**src/rtl/barrett_precomp_if.sv**
```systemverilog
// Shared datapath width plus the request/result bundle between the Barrett
// precompute unit and its host.
package multiplier_pkg;
    localparam int unsigned DATA_LENGTH = 64;
endpackage

interface barrett_precomp_if;
    logic                                  start_i;
    logic [multiplier_pkg::DATA_LENGTH-1:0] m_i;
    logic                                  busy_o;
    logic                                  valid_o;
    logic                                  ready_i;
    logic [multiplier_pkg::DATA_LENGTH-1:0] mu_o;
    logic [multiplier_pkg::DATA_LENGTH-1:0] m_bl_o;
    logic                                  error_o;

    modport slave (
        input  start_i, m_i, ready_i,
        output busy_o, valid_o, mu_o, m_bl_o, error_o
    );

    modport master (
        output start_i, m_i, ready_i,
        input  busy_o, valid_o, mu_o, m_bl_o, error_o
    );
endinterface

```
**src/rtl/barrett_precomp.sv**
```systemverilog
// Barrett constant precompute: bit length k of m and mu = floor(2^(2k)/m)
// by restoring division, one quotient bit per cycle.
module barrett_precomp
    import multiplier_pkg::*;
(
    input  logic             clk_i,
    input  logic             rst_ni,
    barrett_precomp_if.slave bus
);

    localparam int unsigned CNT_W = $clog2(2 * DATA_LENGTH);
    localparam int unsigned R_W   = DATA_LENGTH + 1;

    typedef enum logic [1:0] {
        IDLE,
        BITLEN,
        DIVIDE,
        DONE
    } state_e;

    state_e                 state_q, state_d;
    logic [DATA_LENGTH-1:0] m_q, m_d;
    logic [R_W-1:0]         r_q, r_d;
    logic [DATA_LENGTH-1:0] q_q, q_d;
    logic [CNT_W-1:0]       cnt_q, cnt_d;
    logic [CNT_W-1:0]       two_k_q, two_k_d;
    logic                   err_q, err_d;
    logic [DATA_LENGTH-1:0] mu_q, mu_d;
    logic [DATA_LENGTH-1:0] m_bl_q, m_bl_d;
    logic                   busy_q, busy_d;
    logic                   valid_q, valid_d;

    logic [CNT_W-1:0]       k_c;
    logic                   out_of_range_c;
    logic [R_W:0]           r_shift_c;
    logic                   ge_c;
    logic [R_W-1:0]         r_step_c;
    logic [DATA_LENGTH-1:0] q_step_c;

    // Bit length (highest set bit wins) and range check on the captured modulus
    always_comb begin
        k_c = '0;
        for (int i = 0; i < DATA_LENGTH; i++) begin
            if (m_q[i]) k_c = CNT_W'(i + 1);
        end
        out_of_range_c = (m_q < DATA_LENGTH'(2)) || (m_q[DATA_LENGTH-1 -: 2] != 2'b00);
    end

    // One restoring-division step; the dividend 2^(2k) has its only set bit at i == 2k
    always_comb begin
        r_shift_c = {r_q, (cnt_q == two_k_q)};
        ge_c      = r_shift_c >= {2'b00, m_q};
        r_step_c  = ge_c ? R_W'(r_shift_c - {2'b00, m_q}) : R_W'(r_shift_c);
        q_step_c  = {q_q[DATA_LENGTH-2:0], ge_c};
    end

    always_comb begin
        state_d = state_q;
        m_d     = m_q;
        r_d     = r_q;
        q_d     = q_q;
        cnt_d   = cnt_q;
        two_k_d = two_k_q;
        err_d   = err_q;
        mu_d    = mu_q;
        m_bl_d  = m_bl_q;

        unique case (state_q)
            IDLE: begin
                if (bus.start_i) begin
                    m_d     = bus.m_i;
                    state_d = BITLEN;
                end
            end
            BITLEN: begin
                r_d     = '0;
                q_d     = '0;
                state_d = DIVIDE;
                if (out_of_range_c) begin
                    err_d  = 1'b1;
                    mu_d   = '0;
                    m_bl_d = '0;
                    cnt_d  = '0;
                end else begin
                    err_d   = 1'b0;
                    m_bl_d  = DATA_LENGTH'(k_c);
                    two_k_d = k_c << 1;
                    cnt_d   = k_c << 1;
                end
            end
            DIVIDE: begin
                // An errored request spends one idle cycle here so its latency is fixed
                if (err_q) begin
                    state_d = DONE;
                end else begin
                    r_d = r_step_c;
                    q_d = q_step_c;
                    if (cnt_q == '0) begin
                        mu_d    = q_step_c;
                        state_d = DONE;
                    end else begin
                        cnt_d = cnt_q - CNT_W'(1);
                    end
                end
            end
            DONE: begin
                if (valid_q && bus.ready_i) state_d = IDLE;
            end
            default: state_d = IDLE;
        endcase

        busy_d  = (state_d != IDLE);
        valid_d = (state_d == DONE);
    end

    always_ff @(posedge clk_i or negedge rst_ni) begin
        if (!rst_ni) begin
            state_q <= IDLE;
            m_q     <= '0;
            r_q     <= '0;
            q_q     <= '0;
            cnt_q   <= '0;
            two_k_q <= '0;
            err_q   <= 1'b0;
            mu_q    <= '0;
            m_bl_q  <= '0;
            busy_q  <= 1'b0;
            valid_q <= 1'b0;
        end else begin
            state_q <= state_d;
            m_q     <= m_d;
            r_q     <= r_d;
            q_q     <= q_d;
            cnt_q   <= cnt_d;
            two_k_q <= two_k_d;
            err_q   <= err_d;
            mu_q    <= mu_d;
            m_bl_q  <= m_bl_d;
            busy_q  <= busy_d;
            valid_q <= valid_d;
        end
    end

    assign bus.busy_o  = busy_q;
    assign bus.valid_o = valid_q;
    assign bus.mu_o    = mu_q;
    assign bus.m_bl_o  = m_bl_q;
    assign bus.error_o = err_q;

endmodule

```
**src/flat_wrapper.sv**
```systemverilog
// flat-port wrapper written by rule: the top's interface ports become plain ports
module barrett_precomp_flat import multiplier_pkg::*;
  (clk_i, rst_ni, bus_start_i, bus_m_i, bus_ready_i, bus_busy_o, bus_valid_o, bus_mu_o, bus_m_bl_o, bus_error_o);
  barrett_precomp_if bus_i ();
  input  logic clk_i;
  input  logic rst_ni;
  input wire logic [$bits(bus_i.start_i)-1:0] bus_start_i;
  input wire logic [$bits(bus_i.m_i)-1:0] bus_m_i;
  input wire logic [$bits(bus_i.ready_i)-1:0] bus_ready_i;
  output wire logic [$bits(bus_i.busy_o)-1:0] bus_busy_o;
  output wire logic [$bits(bus_i.valid_o)-1:0] bus_valid_o;
  output wire logic [$bits(bus_i.mu_o)-1:0] bus_mu_o;
  output wire logic [$bits(bus_i.m_bl_o)-1:0] bus_m_bl_o;
  output wire logic [$bits(bus_i.error_o)-1:0] bus_error_o;
  assign bus_i.start_i = bus_start_i;
  assign bus_i.m_i = bus_m_i;
  assign bus_i.ready_i = bus_ready_i;
  assign bus_busy_o = bus_i.busy_o;
  assign bus_valid_o = bus_i.valid_o;
  assign bus_mu_o = bus_i.mu_o;
  assign bus_m_bl_o = bus_i.m_bl_o;
  assign bus_error_o = bus_i.error_o;
  barrett_precomp u_core (.clk_i(clk_i), .rst_ni(rst_ni), .bus(bus_i));
endmodule
```
**config.mk**
```make
export PLATFORM = sky130hd
export DESIGN_NAME = barrett_precomp_flat
export DESIGN_NICKNAME = d
export VERILOG_FILES = /design/src/rtl/barrett_precomp_if.sv /design/src/rtl/barrett_precomp.sv /design/src/flat_wrapper.sv
export SDC_FILE = /design/constraint.sdc
export NUM_CORES = 1
export LEC_CHECK = 0
export BUFFER_PORTS_ARGS = -buffer_cell sky130_fd_sc_hd__buf_2
export CORE_UTILIZATION = 30
export CTS_CLUSTER_DIAMETER = 100
export DETAILED_ROUTE_END_ITERATION = 8
export PLACE_DENSITY_LB_ADDON = 0.2
export SLEW_MARGIN = 20
export SYNTH_ARGS = -nofsm -noshare
export SYNTH_HDL_FRONTEND = slang
export SYNTH_SLANG_ARGS = --single-unit
```
**constraint.sdc**
```tcl
create_clock -name clk_i -period 4.21 [get_ports clk_i]
set_input_delay 1.0525 -clock clk_i [delete_from_list [all_inputs] [get_ports clk_i]]
set_output_delay 1.0525 -clock clk_i [all_outputs]
set_load 0.01 [all_outputs]
```
==> summary.md <==
| Metric | Value |
|---|---|
| Clk buf depth | `3` |
| Dominant cell type by area after synthesis | `dfrtp_1` |
| Max Fclk | `238 MHz` |
| Via count | `around 13k` |
| Layout area overhead | `19.6%` |
| Final Cell Area | `19000 µm²` |
| Synth top area cells | `dfrtp_1 (44%), nand2_1 (6.6%), o21ai_0 (6.1%), ha_1 (5.5%), mux2_2 (4.5%)` |
| Pleak | `8.94 nW` |
| First-pass GRT wire length | `67600 µm` |
| H-tree Lvls | `2` |
| Synthesis-stage register bit count | `281` |
| Via density | `between 4 and 5` |
| Port Buf Inserts | `141` |
| Wire length per cell | `16.6 µm` |
| Cell Area, Synth | `15900 µm²` |
| Die Wd | `232 µm` |
| Logic pwr share | `0.373` |
| Register area share after synthesis | `0.442` |
| Sequential power share | `0.341` |
| CP cell instances | `xor2_1 -> nor4_1 -> nand4_1 -> buf_6 -> ha_4 -> fa_2 -> nand2b_4 -> a211oi_4 -> nor3_4 -> nor4b_4 -> o21ai_2 -> a2111oi_4 -> nor3_2 -> o21ai_4 -> buf_12 -> buf_12 -> mux2i_1 -> o21ai_1` |
| Worst EP required | `~4.6 ns` |
| Worst vdd ir | `around 0.37 mV` |
| Worst-path clk slew | `about 0.060 ns` |
| Met1 Usage GRT | `0.207` |
| Gp weighted congestion | `~0.86` |
| DP Wirelength | `about 31000 µm` |
| Syn_area_per_cell | `approximately 9.2 µm²` |
| Crit-path slowest cell | `dfrtp_1` |
| Fillers | `around 5.5k` |
| # diodes | `0` |
| Num CTS Buffers | `34` |
| Router iterations before antenna repair | `5` |
| Largest net degree at the start of global routing | `103` |
| Global route overflow | `0` |
| CP max stage delay | `0.39 ns` |
| Post-synth ARST share | `1.00` |
| FF-to-FF setup slack | `roughly 0.017 ns` |
| Sw Share | `0.396` |
| CP most frequent cell | `buf_12` |
| Routed Antenna Nets | `0` |
| Worst r2r dst | `u_core.r_q[4]` |
| Worst skew pair latency | `about 0.54 ns` |
| Buf/Inv on CP | `3` |
| Most used routing layer | `met2` |
| Critical Path End Type | `register` |
| Final-report max-slew violation count | `0` |
| Worst reg2reg path depth | `18` |
| Final Hold Viols | `0` |
| CTS tree | `done` |
| Hold_buf cts | `0` |
| Rows | `84` |
| Total GRT Usage | `0.158` |
| Met3 Use GR | `0.0239` |
| Die H | `~230 µm` |
| CP delay by family, top | `simple AND/OR/NAND/NOR gates` |
| Post-DP Area | `17400 µm²` |
| Main flop type after synthesis | `dfrtp_1` |
| Slew headroom | `0.275` |
| Sw Pwr | `approximately 0.0041 W` |
| Clock sink count | `approximately 280` |
| CTS root buf | `clkbuf_16` |
| Sum Neg Setup Slack | `0 ns` |
| Met2 GRT Util | `0.260` |
| Core Region | `about 52000 µm²` |
| Nets | `about 2.0k` |
| CP Launch Type | `register` |
| RSZ-0062 raised after global routing | `true` |
| Worst path arrival time | `4.60 ns` |
| Layout cells sized above 1 | `0.194` |
| Hold Path Class | `primary input to async pin` |
| Period utilization | `0.996` |
| Share of the synthesized area in the top cell type | `0.442` |
| Power Dens Cells | `roughly 550 nW/µm²` |
| Crit Path Max Fanout | `8` |
| Mapped Cells | `about 1.7k` |
| Final setup fails | `0` |
| Design Power | `roughly 0.010 W` |
| Count of cell types in the netlist | `75` |
| Critical path class | `register to register` |
| EDFF count, synth | `0` |
| Initial antenna violation count | `1` |
| Most common cell after layout, fill and taps aside | `dfrtp_1` |
| DRT Wirelength | `43100 µm` |
| Ports | `199` |
| Skew final | `0.0184 ns` |
| Vias in the first global route | `12.5k` |
| Final hold slack | `0.458 ns` |
| Max cap viols | `0` |
| Fin crit period | `4.19 ns` |
| Initial core utilization | `0.303` |
| P_int | `0.00631 W` |
| Commonest non-fill, non-tap cells in the layout | `dfrtp_1 (281), nand2_1 (269), o21ai_0 (147)` |
| Post-route DRC | `0` |
| Run status | `complete, no violations` |
| Initial DRC count | `~740` |
| Worst-margin pin slew | `between 1 and 1.5 ns` |
| Synth warnings | `0` |
| Clock power share | `0.287` |
| DIE AREA | `~54000 µm²` |
| Worst reg2reg path startpoint | `u_core.cnt_q[4]` |
## cells in the mapped netlist (5+ instances only)
master and n:
o21ai_0 193, nand2_1 281, inv_1 96, a2111oi_0 5, nor2_1 76, nand2b_1 12
or3_1 9, a211oi_1 6, o21ai_1 9, nand4_1 15, ha_1 70, nor2b_1 9
nor4_1 10, o21a_1 10, mux2i_1 28, o211ai_1 10, xnor2_1 34, o2111ai_1 7
a31oi_1 12, buf_4 63, a22o_1 66, o21bai_1 13, clkbuf_1 68, and3_1 7
o311ai_0 6, and2_1 6, a21o_1 29, a21oi_1 97, mux2_2 64, nand3_1 20
nor3_1 14, dfrtp_1 281, xor2_1 26, a21boi_0 5
## flip-flops by register name (all words and copies together), names as in the netlist, 2 cells and up
register,cells
u_core.r_q,65
u_core.bus.mu_o,64
u_core.q_q,63
u_core.m_q,64
u_core.two_k_q,6
u_core.bus.m_bl_o,7
u_core.state_q,2
u_core.cnt_q,7
## cells by family (layout without fill, tap and decap cells)
kind of cell	count (synthesis)	after routing	synth area share
xor+xnor	60	60	0.0330
other cells	1	57	0.000236
mux	92	92	0.0629
simple gates	480	480	0.132
flops	281	281	0.442
buf+inv	231	353	0.0696
fa+ha+maj	71	71	0.0563
compound gates	510	510	0.203
## per-layer routing
layer  wire [µm]  up-vias  share of wire
met5           0        -              0
met4        1280        0          0.030
met3        1750       67          0.041
met2       20600      253           0.48
met1       19500     6209           0.45
li1            -     6283              -
## how the worst max path moves through the flow
stage,from,end,slack [ns],depth (start not counted)
after floorplan,u_core.cnt_q[4],u_core.r_q[46],0.26,16
after global placement,u_core.cnt_q[4],u_core.r_q[38],-0.25,17
after detailed placement,u_core.cnt_q[4],u_core.r_q[36],-0.29,17
after CTS,u_core.cnt_q[4],u_core.r_q[36],0.002,18
after global routing,u_core.cnt_q[4],u_core.r_q[55],-0.25,18
final,u_core.cnt_q[4],u_core.r_q[4],0.02,18
## cell type report
cell class | count | area, µm² | area share
clock buffer | 50 | 1010 | 0.0532
clock inverter | 10 | 128 | 0.00671
inverter | 96 | 360 | 0.0190
multi-input combinational | 1270 | 8250 | 0.434
sequential | 281 | 7030 | 0.370
tap | 688 | 861 | 0.0453
timing repair buffer | 197 | 1370 | 0.0723
## power by group through the flow
stage          Sequential [W]  Clock [W]  Combinational, W
4_1_cts               0.00357    0.00311           0.00386
5_1_grt               0.00364    0.00321           0.00434
6_report              0.00356    0.00300           0.00390
3_3_place_gp          0.00360          0           0.00382
3_5_place_dp          0.00361          0           0.00383
2_1_floorplan         0.00349          0           0.00279
## per-stage QoR
step / setup slack (ns) / util / std cells
6_report: 0.0167 / 0.363 / 2592
5_1_grt: -0.251 / 0.363 / 2592
4_1_cts: 0.00221 / 0.355 / 2583
3_5_place_dp: -0.286 / 0.332 / 2520
3_3_place_gp: -0.251 / 0.332 / 2520
2_1_floorplan: 0.256 / - / 1782
## what timing repair did
item / 4_1_cts / 5_1_grt
buffers inserted: 3 / 4
endpoints found under the setup margin: 67 / 67
gates cloned: 0 / 5
pin swaps: 9 / 22
gates resized for setup: 10 / 109
## worst register-to-register path, stage by stage, from the launching register on
cell and delay (ns):
dfrtp_1 0.39, xor2_1 0.17, nor4_1 0.26, nand4_1 0.14, buf_6 0.15, ha_4 0.16
fa_2 0.35, nand2b_4 0.16, a211oi_4 0.29, nor3_4 0.11, nor4b_4 0.37, o21ai_2 0.13
a2111oi_4 0.34, nor3_2 0.11, o21ai_4 0.29, buf_12 0.20, buf_12 0.16, mux2i_1 0.22
o21ai_1 0.08
(Power assumes the default switching activity.)
